`src/rtl/apb_pkg.sv`:
```
// Shared APB definitions: FSM encodings, default bus widths, response payload
// and the GPIO peripheral register map.
package apb_pkg;

  localparam int unsigned APB_ADDR_W = 6;
  localparam int unsigned APB_DATA_W = 32;

  typedef enum logic [1:0] {
    ST_IDLE   = 2'd0,
    ST_SETUP  = 2'd1,
    ST_ACCESS = 2'd2,
    ST_RESP   = 2'd3
  } apb_state_e;

  typedef struct packed {
    logic [APB_DATA_W-1:0] rdata;
    logic                  err;
    logic                  timeout;
  } apb_rsp_t;

  // GPIO register offsets, common to the slave, the bridge users and benches
  localparam logic [APB_ADDR_W-1:0] GPIO_ID        = 6'h00;
  localparam logic [APB_ADDR_W-1:0] GPIO_DIR       = 6'h04;
  localparam logic [APB_ADDR_W-1:0] GPIO_OUT       = 6'h08;
  localparam logic [APB_ADDR_W-1:0] GPIO_IN        = 6'h0C;
  localparam logic [APB_ADDR_W-1:0] GPIO_SET       = 6'h10;
  localparam logic [APB_ADDR_W-1:0] GPIO_CLR       = 6'h14;
  localparam logic [APB_ADDR_W-1:0] GPIO_TGL       = 6'h18;
  localparam logic [APB_ADDR_W-1:0] GPIO_IRQ_EN    = 6'h1C;
  localparam logic [APB_ADDR_W-1:0] GPIO_IRQ_STAT  = 6'h20;
  localparam logic [APB_ADDR_W-1:0] GPIO_IRQ_TYPE  = 6'h24;
  localparam logic [APB_ADDR_W-1:0] GPIO_IRQ_POL   = 6'h28;
  localparam logic [APB_ADDR_W-1:0] GPIO_IRQ_BOTH  = 6'h2C;
  localparam logic [APB_ADDR_W-1:0] GPIO_DEBOUNCE  = 6'h30;
  localparam logic [APB_ADDR_W-1:0] GPIO_PULL      = 6'h34;
  localparam logic [APB_ADDR_W-1:0] GPIO_LOCK      = 6'h38;

endpackage

```
`src/rtl/apb_master_bridge_if.sv`:
```
// Command, response and APB signal bundle for apb_master_bridge.
// master = bridge view, slave = requester/peripheral view.
interface apb_master_bridge_if
  import apb_pkg::*;
#(
  parameter int unsigned ADDR_W = APB_ADDR_W,
  parameter int unsigned DATA_W = APB_DATA_W
);

  logic              cmd_valid;
  logic              cmd_ready;
  logic              cmd_write;
  logic [ADDR_W-1:0] cmd_addr;
  logic [DATA_W-1:0] cmd_wdata;

  logic              rsp_valid;
  logic              rsp_ready;
  logic [DATA_W-1:0] rsp_rdata;
  logic              rsp_err;
  logic              rsp_timeout;

  logic              PSEL;
  logic              PENABLE;
  logic              PWRITE;
  logic [ADDR_W-1:0] PADDR;
  logic [DATA_W-1:0] PWDATA;
  logic [DATA_W-1:0] PRDATA;
  logic              PREADY;
  logic              PSLVERR;

  modport master (
    input  cmd_valid, cmd_write, cmd_addr, cmd_wdata, rsp_ready,
    input  PRDATA, PREADY, PSLVERR,
    output cmd_ready, rsp_valid, rsp_rdata, rsp_err, rsp_timeout,
    output PSEL, PENABLE, PWRITE, PADDR, PWDATA
  );

  modport slave (
    output cmd_valid, cmd_write, cmd_addr, cmd_wdata, rsp_ready,
    output PRDATA, PREADY, PSLVERR,
    input  cmd_ready, rsp_valid, rsp_rdata, rsp_err, rsp_timeout,
    input  PSEL, PENABLE, PWRITE, PADDR, PWDATA
  );

endinterface

```
`src/rtl/apb_wait_timer.sv`:
```
// Saturating ACCESS-phase wait counter; expired_c flags the last permitted
// wait cycle. Disabled entirely when TIMEOUT_CYC is 0.
module apb_wait_timer #(
  parameter int unsigned TIMEOUT_CYC = 16
) (
  input  logic clk,
  input  logic rst,
  input  logic clr,
  input  logic en,
  output logic expired_c
);

  localparam int unsigned CNT_W = (TIMEOUT_CYC == 0) ? 1 : $clog2(TIMEOUT_CYC + 1);
  localparam logic [CNT_W-1:0] CNT_MAX = '1;

  logic [CNT_W-1:0] cnt_q;
  logic [CNT_W-1:0] cnt_d;

  always_comb begin
    cnt_d = cnt_q;
    if (clr) begin
      cnt_d = '0;
    end else if (en && (cnt_q != CNT_MAX)) begin
      cnt_d = cnt_q + CNT_W'(1);
    end
  end

  always_ff @(posedge clk) begin
    if (rst) begin
      cnt_q <= '0;
    end else begin
      cnt_q <= cnt_d;
    end
  end

  generate
    if (TIMEOUT_CYC == 0) begin : g_no_timeout
      assign expired_c = 1'b0;
    end else begin : g_timeout
      assign expired_c = (cnt_q == CNT_W'(TIMEOUT_CYC - 1));
    end
  endgenerate

endmodule

```
`src/rtl/apb_master_bridge.sv`:
```
// APB3 requester: converts a valid/ready command stream into single APB
// transfers and returns data, PSLVERR and a bus-hang timeout as a response.
module apb_master_bridge
  import apb_pkg::*;
#(
  parameter int unsigned ADDR_W      = APB_ADDR_W,
  parameter int unsigned DATA_W      = APB_DATA_W,
  parameter int unsigned TIMEOUT_CYC = 16
) (
  input  logic                 PCLK,
  input  logic                 PRESET,
  apb_master_bridge_if.master  bus
);

  apb_state_e state_q, state_d;

  logic              psel_q, psel_d;
  logic              penable_q, penable_d;
  logic              pwrite_q, pwrite_d;
  logic [ADDR_W-1:0] paddr_q, paddr_d;
  logic [DATA_W-1:0] pwdata_q, pwdata_d;
  logic              rsp_valid_q, rsp_valid_d;
  logic [DATA_W-1:0] rsp_rdata_q, rsp_rdata_d;
  logic              rsp_err_q, rsp_err_d;
  logic              rsp_timeout_q, rsp_timeout_d;

  logic timer_clr;
  logic timer_en;
  logic timer_expired_c;

  apb_wait_timer #(
    .TIMEOUT_CYC (TIMEOUT_CYC)
  ) u_wait_timer (
    .clk       (PCLK),
    .rst       (PRESET),
    .clr       (timer_clr),
    .en        (timer_en),
    .expired_c (timer_expired_c)
  );

  // State register
  always_ff @(posedge PCLK) begin
    if (PRESET) begin
      state_q <= ST_IDLE;
    end else begin
      state_q <= state_d;
    end
  end

  // Next-state logic
  always_comb begin
    state_d = state_q;
    unique case (state_q)
      ST_IDLE:   if (bus.cmd_valid) state_d = ST_SETUP;
      ST_SETUP:  state_d = ST_ACCESS;
      ST_ACCESS: if (bus.PREADY || timer_expired_c) state_d = ST_RESP;
      ST_RESP:   if (bus.rsp_ready) state_d = ST_IDLE;
      default:   state_d = ST_IDLE;
    endcase
  end

  // Output/datapath next values; PREADY wins over a same-cycle timeout
  always_comb begin
    psel_d        = psel_q;
    penable_d     = penable_q;
    pwrite_d      = pwrite_q;
    paddr_d       = paddr_q;
    pwdata_d      = pwdata_q;
    rsp_valid_d   = rsp_valid_q;
    rsp_rdata_d   = rsp_rdata_q;
    rsp_err_d     = rsp_err_q;
    rsp_timeout_d = rsp_timeout_q;
    timer_clr     = 1'b0;
    timer_en      = 1'b0;
    unique case (state_q)
      ST_IDLE: begin
        if (bus.cmd_valid) begin
          pwrite_d  = bus.cmd_write;
          paddr_d   = bus.cmd_addr;
          pwdata_d  = bus.cmd_wdata;
          psel_d    = 1'b1;
          penable_d = 1'b0;
        end
      end
      ST_SETUP: begin
        penable_d = 1'b1;
        timer_clr = 1'b1;
      end
      ST_ACCESS: begin
        if (bus.PREADY) begin
          psel_d        = 1'b0;
          penable_d     = 1'b0;
          rsp_valid_d   = 1'b1;
          rsp_rdata_d   = pwrite_q ? '0 : bus.PRDATA;
          rsp_err_d     = bus.PSLVERR;
          rsp_timeout_d = 1'b0;
        end else begin
          timer_en = 1'b1;
          if (timer_expired_c) begin
            psel_d        = 1'b0;
            penable_d     = 1'b0;
            rsp_valid_d   = 1'b1;
            rsp_rdata_d   = '0;
            rsp_err_d     = 1'b1;
            rsp_timeout_d = 1'b1;
          end
        end
      end
      ST_RESP: begin
        if (bus.rsp_ready) rsp_valid_d = 1'b0;
      end
      default: ;
    endcase
  end

  // Bus and response registers
  always_ff @(posedge PCLK) begin
    if (PRESET) begin
      psel_q        <= 1'b0;
      penable_q     <= 1'b0;
      pwrite_q      <= 1'b0;
      paddr_q       <= '0;
      pwdata_q      <= '0;
      rsp_valid_q   <= 1'b0;
      rsp_rdata_q   <= '0;
      rsp_err_q     <= 1'b0;
      rsp_timeout_q <= 1'b0;
    end else begin
      psel_q        <= psel_d;
      penable_q     <= penable_d;
      pwrite_q      <= pwrite_d;
      paddr_q       <= paddr_d;
      pwdata_q      <= pwdata_d;
      rsp_valid_q   <= rsp_valid_d;
      rsp_rdata_q   <= rsp_rdata_d;
      rsp_err_q     <= rsp_err_d;
      rsp_timeout_q <= rsp_timeout_d;
    end
  end

  assign bus.cmd_ready   = (state_q == ST_IDLE) & ~PRESET;
  assign bus.PSEL        = psel_q;
  assign bus.PENABLE     = penable_q;
  assign bus.PWRITE      = pwrite_q;
  assign bus.PADDR       = paddr_q;
  assign bus.PWDATA      = pwdata_q;
  assign bus.rsp_valid   = rsp_valid_q;
  assign bus.rsp_rdata   = rsp_rdata_q;
  assign bus.rsp_err     = rsp_err_q;
  assign bus.rsp_timeout = rsp_timeout_q;

endmodule

```
`src/flat_wrapper.sv`:
```
// flat-port wrapper written by rule: the top's interface ports become plain ports
module apb_master_bridge_flat import apb_pkg::*;
#(
  parameter int unsigned ADDR_W      = APB_ADDR_W,
  parameter int unsigned DATA_W      = APB_DATA_W,
  parameter int unsigned TIMEOUT_CYC = 16
)
  (PCLK, PRESET, bus_cmd_valid, bus_cmd_write, bus_cmd_addr, bus_cmd_wdata, bus_rsp_ready, bus_PRDATA, bus_PREADY, bus_PSLVERR, bus_cmd_ready, bus_rsp_valid, bus_rsp_rdata, bus_rsp_err, bus_rsp_timeout, bus_PSEL, bus_PENABLE, bus_PWRITE, bus_PADDR, bus_PWDATA);
  apb_master_bridge_if #(.ADDR_W(ADDR_W), .DATA_W(DATA_W)) bus_i ();
  input  logic PCLK;
  input  logic PRESET;
  input wire logic [$bits(bus_i.cmd_valid)-1:0] bus_cmd_valid;
  input wire logic [$bits(bus_i.cmd_write)-1:0] bus_cmd_write;
  input wire logic [$bits(bus_i.cmd_addr)-1:0] bus_cmd_addr;
  input wire logic [$bits(bus_i.cmd_wdata)-1:0] bus_cmd_wdata;
  input wire logic [$bits(bus_i.rsp_ready)-1:0] bus_rsp_ready;
  input wire logic [$bits(bus_i.PRDATA)-1:0] bus_PRDATA;
  input wire logic [$bits(bus_i.PREADY)-1:0] bus_PREADY;
  input wire logic [$bits(bus_i.PSLVERR)-1:0] bus_PSLVERR;
  output wire logic [$bits(bus_i.cmd_ready)-1:0] bus_cmd_ready;
  output wire logic [$bits(bus_i.rsp_valid)-1:0] bus_rsp_valid;
  output wire logic [$bits(bus_i.rsp_rdata)-1:0] bus_rsp_rdata;
  output wire logic [$bits(bus_i.rsp_err)-1:0] bus_rsp_err;
  output wire logic [$bits(bus_i.rsp_timeout)-1:0] bus_rsp_timeout;
  output wire logic [$bits(bus_i.PSEL)-1:0] bus_PSEL;
  output wire logic [$bits(bus_i.PENABLE)-1:0] bus_PENABLE;
  output wire logic [$bits(bus_i.PWRITE)-1:0] bus_PWRITE;
  output wire logic [$bits(bus_i.PADDR)-1:0] bus_PADDR;
  output wire logic [$bits(bus_i.PWDATA)-1:0] bus_PWDATA;
  assign bus_i.cmd_valid = bus_cmd_valid;
  assign bus_i.cmd_write = bus_cmd_write;
  assign bus_i.cmd_addr = bus_cmd_addr;
  assign bus_i.cmd_wdata = bus_cmd_wdata;
  assign bus_i.rsp_ready = bus_rsp_ready;
  assign bus_i.PRDATA = bus_PRDATA;
  assign bus_i.PREADY = bus_PREADY;
  assign bus_i.PSLVERR = bus_PSLVERR;
  assign bus_cmd_ready = bus_i.cmd_ready;
  assign bus_rsp_valid = bus_i.rsp_valid;
  assign bus_rsp_rdata = bus_i.rsp_rdata;
  assign bus_rsp_err = bus_i.rsp_err;
  assign bus_rsp_timeout = bus_i.rsp_timeout;
  assign bus_PSEL = bus_i.PSEL;
  assign bus_PENABLE = bus_i.PENABLE;
  assign bus_PWRITE = bus_i.PWRITE;
  assign bus_PADDR = bus_i.PADDR;
  assign bus_PWDATA = bus_i.PWDATA;
  apb_master_bridge #(.ADDR_W(ADDR_W), .DATA_W(DATA_W), .TIMEOUT_CYC(TIMEOUT_CYC)) u_core (.PCLK(PCLK), .PRESET(PRESET), .bus(bus_i));
endmodule
```
`config.mk`:
```
export PLATFORM = sky130hd
export DESIGN_NAME = apb_master_bridge_flat
export DESIGN_NICKNAME = d
export VERILOG_FILES = /design/src/rtl/apb_pkg.sv /design/src/rtl/apb_master_bridge_if.sv /design/src/rtl/apb_wait_timer.sv /design/src/rtl/apb_master_bridge.sv /design/src/flat_wrapper.sv
export SDC_FILE = /design/constraint.sdc
export NUM_CORES = 1
export LEC_CHECK = 0
export CAP_MARGIN = 10
export CELL_PAD_IN_SITES_DETAIL_PLACEMENT = 1
export CELL_PAD_IN_SITES_GLOBAL_PLACEMENT = 2
export CORE_MARGIN = 2
export CORE_UTILIZATION = 22
export CTS_CLUSTER_DIAMETER = 50
export DETAILED_ROUTE_END_ITERATION = 12
export PLACE_DENSITY_LB_ADDON = 0.05
export SLEW_MARGIN = 10
export SYNTH_ARGS = -nofsm -noshare
export SYNTH_HDL_FRONTEND = slang
export SYNTH_SLANG_ARGS = --single-unit
```
`constraint.sdc`:
```
create_clock -name PCLK -period 2.3 [get_ports PCLK]
set_input_delay 0.46 -clock PCLK [delete_from_list [all_inputs] [get_ports PCLK]]
set_output_delay 0.46 -clock PCLK [all_outputs]
set_load 0.02 [all_outputs]
```
Yosys cells after proc, flatten, opt, wreduce, memory -nomap -nowiden. Cells that the tools add are included.

Output and inout port bits: 77. Word-level logic and storage cells: 59. Bits in read-only memories: 0. Memories kept: 0. Bits in registers: 83. Latch bits: 0. RAM bits: 0. Input port bits: 77.

Reductions and logical operators: 14. Multiply operators: 0. Add/sub/neg operators: 1. Mux-type cells: 22. Shift operators: 0. Bitwise gates (word level): 2. Equality and inequality tests: 9. Div/mod/pow operators: 0. Magnitude comparators: 0.

Operators by type and width (count): 32-bit two-way mux (3); 1-bit two-way mux (12); 3-bit AND reduction (4); 2-bit one-hot mux with 4 select lines (1); 2-bit two-way mux (3); 2-bit nonzero test (3); 5-bit by 1-bit adder with 5-bit output, second input constant (1); 5-bit by 4-bit equality test with 1-bit output, second input constant (1); 5-bit != test, second input constant (1); 2-bit equality test, second input constant (2); 2-bit != test, second input constant (2); 1-bit one-hot mux with 2 select lines (2); 2-bit AND reduction (2); 3-bit by 2-bit != test with 1-bit output, second input constant (1); 1-bit one-hot mux with 3 select lines (1); 3-bit nonzero test (1); 2-bit by 1-bit equality test with 1-bit output, second input constant (1); 2-bit logical NOT (1); 2-bit by 1-bit != test with 1-bit output, second input constant (1); 2-bit OR reduction (1); 1-bit bitwise AND (1); 1-bit logical AND (1); 1-bit logical OR (1); 1-bit NOT (1).

Depth between registers and ports, before layout. Gate-level depths: netlist of the first run.

Depth in word-level cells: 4. Gate-level depth with buffers: 8. Depth with buffers taken out: 6.

By module. From an unflattened synthesis of the first run, not the netlist that was laid out.

Cells, all modules: 389. Area total of the unflattened synthesis: 3208.1 sq um.

Modules (own cells, without submodules): apb_master_bridge (sequential area each 1561.5 sq um, area each 2954.1 sq um, instances 1, cells an instance 362); apb_wait_timer (sequential area each 100.1 sq um, area each 254.0 sq um, instances 1, cells an instance 27).

Worst setup path after synthesis of the first run. OpenSTA, ideal clock, no wires.

Path kind: flip-flop to flip-flop. From: register u_core.u_wait_timer.cnt_q[0]. To: register u_core.u_wait_timer.cnt_q[3]. Required time: 2177 ps. Path slack: 579 ps. Period minus slack after synthesis: 1721 ps. Path buffers: 0. Stages on the path, launching flop included: 7. Setup time: 123 ps. Data arrival time: 1598 ps. Path through: dfxtp_1 -> ha_1 -> and3_1 -> ha_1 -> nor3b_4 -> nand4_1 -> mux2_1.

Longest elaborated chain between the ends: 2. Elaborated cells on any way between the ends: 3. Those cells by class: 1 x add/sub; 1 x eq/ne; 1 x reduce/logical.

Ends and longest elaborated chain: start: declaration (RTL line apb_wait_timer.sv:16) `logic [CNT_W-1:0] cnt_q;`; start signal: assignment (RTL line apb_wait_timer.sv:32) `cnt_q <= cnt_d;`; parallel branches: the longest is 2 deep, another holds 5-bit by 1-bit adder with 5-bit output.

Several ways; the timed one is not identified. A chain may end at the register's enable or synchronous reset.

Worst setup path in the final report of the first run.
From: register u_core.state_q[0]. To: output port bus_cmd_ready.

Longest elaborated chain between the ends: 2.

Ends and longest elaborated chain: start: declaration (RTL line apb_master_bridge.sv:15) `apb_state_e state_q, state_d;`; start signal: assignment (RTL line apb_master_bridge.sv:46) `state_q <= state_d;`; 2-bit logical NOT (RTL line apb_master_bridge.sv:141) `assign bus.cmd_ready = (state_q == ST_IDLE) & ~PRESET;`; 1-bit bitwise AND (RTL line apb_master_bridge.sv:141); end: declaration (RTL line flat_wrapper.sv:20) `output wire logic [$bits(bus_i.cmd_ready)-1:0] bus_cmd_ready;`.

Every way passes these cells.

==> results of run 1 <==
-- worst max path at each step --
stage / slack (ps) / endpoint / cells past startpoint / from
global placement: 300 / u_core.bus.rsp_rdata[19] / 5 / bus_PREADY
floorplan: 580 / u_core.u_wait_timer.cnt_q[3] / 6 / u_core.u_wait_timer.cnt_q[0]
CTS: 220 / bus_cmd_ready / 4 / u_core.state_q[0]
detailed placement: 240 / u_core.state_q[0] / 4 / bus_PREADY
finish: 250 / bus_cmd_ready / 4 / u_core.state_q[0]
global route: 130 / bus_cmd_ready / 4 / u_core.state_q[0]
-- per-layer routing --
| metal | vias up | GRT usage [%] | wire, um |
|---|---|---|---|
| met3 | 7 | 7.35 | 939 |
| met4 | 0 | 3.57 | 97 |
| met1 | 1497 | 16.1 | 4760 |
| met2 | 109 | 22.4 | 4750 |
| met5 | - | 0 | 0 |
| li1 | 1567 | - | - |
-- worst max-delay path, stage by stage, from the launching register on --
cell and delay (ps):
dfxtp_1 400, inv_1 130, ha_1 270, nor2b_1 150, dlygate4sd2_1 310
-- through the flow --
| step | util (%) | instances | hold slack (ps) | setup slack (ps) |
|---|---|---|---|---|
| after floorplan | - | 389 | 487 | 579 |
| after global placement | 34.2 | 704 | 437 | 302 |
| after detailed placement | 34.2 | 704 | 447 | 235 |
| after CTS | 36.3 | 720 | 455 | 218 |
| after global routing | 36.3 | 720 | 469 | 125 |
| final | 36.3 | 720 | 452 | 251 |
-- final cells by class --
| cell class | instances | area [um^2] | share of cell area, % |
|---|---|---|---|
| clock buffer | 11 | 243 | 4.66 |
| multi-input combinational | 269 | 1370 | 26.2 |
| timing repair buffer | 163 | 1640 | 31.4 |
| sequential | 83 | 1660 | 31.9 |
| inverter | 5 | 18.8 | 0.360 |
| tap | 184 | 230 | 4.42 |
| clock inverter | 5 | 52.6 | 1.01 |
-- cell families after synthesis --
| kind of cell | share of synthesized area [%] |
|---|---|
| multiplexers | 1.29 |
| XOR/XNOR | 0.548 |
| adder cells (fa/ha/maj) | 3.52 |
| AND/OR/NAND/NOR | 23.5 |
| buffers and inverters | 5.48 |
| flip-flops | 52.0 |
| AO/OA/AOI/OAI | 13.6 |
-- power breakdown --
group	switching [mW]	leakage [nW]	internal, mW
sequential	0.114	0.676	1.64
clock	0.590	0.145	0.866
combinational	0.774	1.02	0.663
-- cells in the mapped netlist, types with 2 or more instances --
master    instances
nand3_1          32
a211oi_1          2
buf_2            17
buf_6             2
nand2b_1          4
nor2b_1           4
o21ai_0           3
mux2i_1           3
a21oi_1          73
xnor2_1           2
ha_1              9
o21bai_1          2
nand2_1         111
nor2_1            9
dfxtp_1          83
inv_1             5
clkbuf_1         13
-- registers in the layout (all words and copies together), names as in the netlist --
signal,flops
u_core.bus.PADDR,6
u_core.bus.PENABLE,1
u_core.bus.PSEL,1
u_core.bus.PWDATA,32
u_core.bus.PWRITE,1
u_core.bus.rsp_err,1
u_core.bus.rsp_rdata,32
u_core.bus.rsp_timeout,1
u_core.bus.rsp_valid,1
u_core.state_q,2
u_core.u_wait_timer.cnt_q,5
==> impl_metrics.json, run 1 <==
{
  "fin_area_um2": 5210,
  "worst_setup_path_start_kind": "flop",
  "die_height_um": 125,
  "clkTransAtPathRegs_ps": 60,
  "layout_common_cells": "151 x clkdlybuf4s50_1, 111 x nand2_1, 83 x dfxtp_1",
  "yosysWarnings": 0,
  "whs_path_depth": 2,
  "fmax_mhz": 488,
  "rsz0062_at_grt": "no",
  "synth_edf_count": 0,
  "syn_avg_cell_area_um2": 8.21,
  "diodes": 0,
  "drtPass1Iterations": 4,
  "skew_ps": 5.30,
  "r2r_cells": 6,
  "start_util_pct": 22.2,
  "synth_nets": 475,
  "antenna_found_initial": 0,
  "hold_path.class": "flop to flop",
  "r2r_start": "u_core.u_wait_timer.cnt_q[0]",
  "critPathKind": "flop to output port",
  "postCtsHoldBufs": 0,
  "async_flop_share_pct": 0,
  "placed_cell_area_um2": 4910,
  "fp-row-count": 44,
  "hp-start": "u_core.bus.rsp_rdata[1]",
  "via_count": 3180,
  "final-setup-viol-count": 0,
  "timing.slew.headroom_pct": 40.6,
  "yosys.area.top_type": "dfxtp_1",
  "power_density_nw_per_um2": 891,
  "portBuffers": 153,
  "worst_pin_slew_ps": 891,
  "insertion_delay_ps": 340,
  "cts_sinks": 83,
  "synth_area_um2": 3200,
  "maxSlewViolCount": 0,
  "ys_seq_elements": 83,
  "whs_endpoint": "u_core.bus.rsp_rdata[1]",
  "cts_tree": "yes",
  "maxCapViolations": 0,
  "gr-total-overflow": 0,
  "root_buffer": "clkbuf_16",
  "nets": 617,
  "dr.first_iter.drc_count": 79,
  "arrival_ps": 1590,
  "critPathRequiredTime_ps": 1840,
  "cts_setup_buffers": 0,
  "grt_use_total_pct": 13.9,
  "fin_tns_setup_ps": 0,
  "seq_area_frac_synth_pct": 52.0,
  "finalHoldViolations": 0,
  "status": "finished, final reports clean",
  "p_total_mw": 4.64,
  "drc": 0,
  "ios": 154,
  "r2r_end": "u_core.state_q[1]",
  "finalCritPeriodShare_pct": 89.1,
  "avgRoutedWirePerCell_um": 14.6,
  "synth-main-ff-cell": "dfxtp_1",
  "die_w_um": 125,
  "place_congestion": 0.722,
  "cts_max_path_buffers": 2,
  "synthTopCellsByArea": "dfxtp_1 52%, nand2_1 13%, a21oi_1 11%",
  "cts-buffers-inserted": 9,
  "ir_worst_vdd_mv": 0.419,
  "min_period_ps": 2050,
  "grt_start_max_net_pins": 81,
  "totalWireLength_um": 10500,
  "ant_nets": 0,
  "synth_top_area_share_pct": 52.0,
  "drive_above_1_share_pct": 5.97,
  "leakagePower_nw": 1.84,
  "syn-instance-count": 389,
  "viasPerCell": 4.42,
  "grt_pass1_wl_um": 17200,
  "core_area_um2": 14400,
  "worst-path-max-fanout": 4,
  "grt_pass1_vias": 3331,
  "final.fill_count": 1692,
  "final_common_cell": "clkdlybuf4s50_1",
  "end_kind": "output port",
  "syn2layout_area_growth_pct": 63.0,
  "ctsHtreeMaxLevel": 3,
  "ys_types": 32,
  "r2r_slack_ps": 450,
  "cts-resized-gates": 1,
  "dieArea_um2": 15500,
  "hpwl_um": 7280
}
No activity file was read; power rests on OpenSTA's default activity.
==> run 2, diff against run 1 <==
- SLEW_MARGIN: 10 -> 20
==> results of run 2 <==
No change in the layout: final DEF, timing and power equal those of run 1.
==> run 3, diff against run 2 <==
- ABC_AREA: default -> 1
- ABC_CLOCK_PERIOD_IN_PS: default -> 2300
- CORE_UTILIZATION: 22 -> 21
- TNS_END_PERCENT: default -> 50
==> impl_metrics.json, run 3 <==
{
  "status": "finished, final reports clean",
  "min_period_ps": 1980,
  "place_congestion": 0.723,
  "timing.slew.headroom_pct": 72.4,
  "power_density_nw_per_um2": 1080,
  "root_buffer": "clkbuf_16",
  "r2r_cells": 10,
  "final.fill_count": 1891,
  "grt_use_total_pct": 13.5,
  "leakagePower_nw": 2.30,
  "hold_path.class": "flop to flop",
  "finalCritPeriodShare_pct": 86.1,
  "worstPathCellList": "ha_1 -> nand2_1 -> nor2_1 -> ha_1 -> o21ai_1 -> inv_2 -> buf_12 -> o21ai_0 -> nand2_1 -> nor2_1",
  "syn2layout_area_growth_pct": 61.9,
  "yosys.area.top_type": "dfxtp_1",
  "ys_seq_elements": 83,
  "fmax_mhz": 505,
  "yosys.cell_count.top_type": "nor2_1",
  "finalHoldViolations": 0,
  "rsz0062_at_grt": "no",
  "fin_tns_setup_ps": 0,
  "crit_start": "u_core.u_wait_timer.cnt_q[0]",
  "r2r_end": "u_core.bus.rsp_rdata[31]",
  "layout_common_cells": "159 x nor2_1, 152 x clkdlybuf4s50_1, 83 x dfxtp_1",
  "r2r_slack_ps": 320,
  "diodes": 0,
  "clkTransAtPathRegs_ps": 60,
  "skew_ps": 5.59,
  "fin_area_um2": 5470,
  "netlist_top_cells_count": "159 x nor2_1, 83 x dfxtp_1, 56 x nand2_1",
  "dieArea_um2": 17100,
  "worst-path-max-fanout": 36,
  "ctsHtreeMaxLevel": 3,
  "dp_slack_ps": 228,
  "critPathRequiredTime_ps": 2540,
  "async_flop_share_pct": 0,
  "synthTopCellsByArea": "dfxtp_1 49%, nor2_1 18%, o21ai_0 6.4%",
  "grt_pass1_wl_um": 17500,
  "hold_ws_ps": 478,
  "final_common_cell": "nor2_1",
  "nets": 706,
  "setup_ws_ps": 319,
  "r2r_start": "u_core.u_wait_timer.cnt_q[0]",
  "die_height_um": 131,
  "drive_above_1_share_pct": 4.65,
  "maxCapViolations": 0,
  "drc": 0,
  "multiInputGateArea_um2": 1390,
  "whs_path_depth": 2,
  "synth_nets": 559,
  "cts_max_path_buffers": 2,
  "arrival_ps": 2220,
  "ios": 154,
  "max_stage_delay_ps": 400,
  "worst_setup_path_start_kind": "flop",
  "die_w_um": 131,
  "antenna_found_initial": 0,
  "grt_pass1_vias": 3461,
  "synth-main-ff-cell": "dfxtp_1",
  "portBuffers": 153,
  "final-setup-viol-count": 0,
  "totalWireLength_um": 11100,
  "slowest_stage": "dfxtp_1",
  "placed_cell_area_um2": 5150,
  "insertion_delay_ps": 350,
  "ant_nets": 0,
  "syn-instance-count": 473,
  "cts_tree": "yes",
  "viasPerCell": 4.05,
  "synth_edf_count": 0,
  "gr-total-overflow": 0,
  "avgRoutedWirePerCell_um": 13.2,
  "synth_area_um2": 3380,
  "syn_avg_cell_area_um2": 7.14,
  "postCtsHoldBufs": 0,
  "post-route-util_pct": 34.7,
  "end_kind": "flop",
  "via_count": 3402,
  "grt_start_max_net_pins": 37,
  "cts-buffers-inserted": 9,
  "dr.first_iter.drc_count": 91,
  "seq_area_um2": 1660,
  "seq_area_frac_synth_pct": 49.2,
  "cts_sinks": 83,
  "start_util_pct": 21.4,
  "fp-row-count": 46,
  "maxSlewViolCount": 0,
  "ir_worst_vdd_mv": 0.367,
  "hpwl_um": 7880,
  "synth_top_area_share_pct": 49.2,
  "critPathKind": "flop to flop",
  "drtPass1Iterations": 4,
  "worst_pin_slew_ps": 414,
  "yosysWarnings": 0,
  "ys_types": 20,
  "core_area_um2": 15800,
  "timing.critical_path.to": "u_core.bus.rsp_rdata[31]"
}
run 3: changes by cell type in the layout (fill, tap and decap cells not counted), moves of 4 or more:
cell	change
nand3_1	-28
inv_1	+40
o21ai_0	+40
nand2_1	-55
nor2_1	+150
nand2b_1	-4
a21oi_1	-65
o21ai_1	+32
run 3: power breakdown:
| part | switching (mW) | leakage, nW | internal, mW |
|---|---|---|---|
| logic | 1.28 | 1.47 | 1.04 |
| registers | 0.189 | 0.681 | 1.79 |
| clock network | 0.609 | 0.154 | 0.971 |
run 3: how the worst min path moves through the flow:
stage                                       startpoint                            to  slack [ps]
final                         u_core.bus.rsp_rdata[18]      u_core.bus.rsp_rdata[18]         480
after floorplan           u_core.u_wait_timer.cnt_q[3]  u_core.u_wait_timer.cnt_q[3]         460
after global placement           u_core.bus.PWDATA[22]         u_core.bus.PWDATA[22]         460
after CTS                     u_core.bus.rsp_rdata[12]      u_core.bus.rsp_rdata[12]         490
after global routing             u_core.bus.PWDATA[29]         u_core.bus.PWDATA[29]         500
after detailed placement      u_core.bus.rsp_rdata[12]      u_core.bus.rsp_rdata[12]         470
run 3: critical path: cells and delay by family, from the launching register on:
family                   cells  cell delay [ps]
flip-flops                   1              400
buffers and inverters        2              490
AND/OR/NAND/NOR              4              340
AO/OA/AOI/OAI                2              220
adder cells (fa/ha/maj)      2              430
run 3: through the flow:
step | total power [mW] | cells
final | 5.89 | 840
after global routing | 6.34 | 840
after CTS | 6.03 | 840
after detailed placement | 4.40 | 825
after global placement | 4.35 | 825
after floorplan | 3.29 | 473
run 3: logic make-up (layout without fill, tap and decap cells):
group / count (synthesis) / count (layout) / share of synthesized area (%)
and+or+nand+nor: 224 / 224 / 25.5
AOI/OAI and AO/OA: 83 / 83 / 12.3
DFF: 83 / 83 / 49.2
adders and majority gates: 9 / 9 / 3.34
buffers and inverters: 74 / 225 / 9.60
run 3: timing repair:
action                                  CTS  global route
gates resized for setup                   1             0
setup buffers                             0             0
endpoints found under the setup margin    1             0
endpoints found under the hold margin     0             0
run 3: per-layer routing:
layer	vias to the layer above	GRT usage, %	wire length, um
li1	1746	-	-
met5	-	0	0
met2	89	22.9	5250
met3	13	5.74	877
met4	0	4.38	181
met1	1554	15.3	4750
run 3: final cells by class:
class / count / share of cell area, %
inverters: 48 / 3.30
well taps: 216 / 4.94
clock inverters: 5 / 1.42
multi-input cells: 316 / 25.4
flip-flops and latches: 83 / 30.4
clock buffers: 10 / 4.37
repair buffers: 162 / 30.1
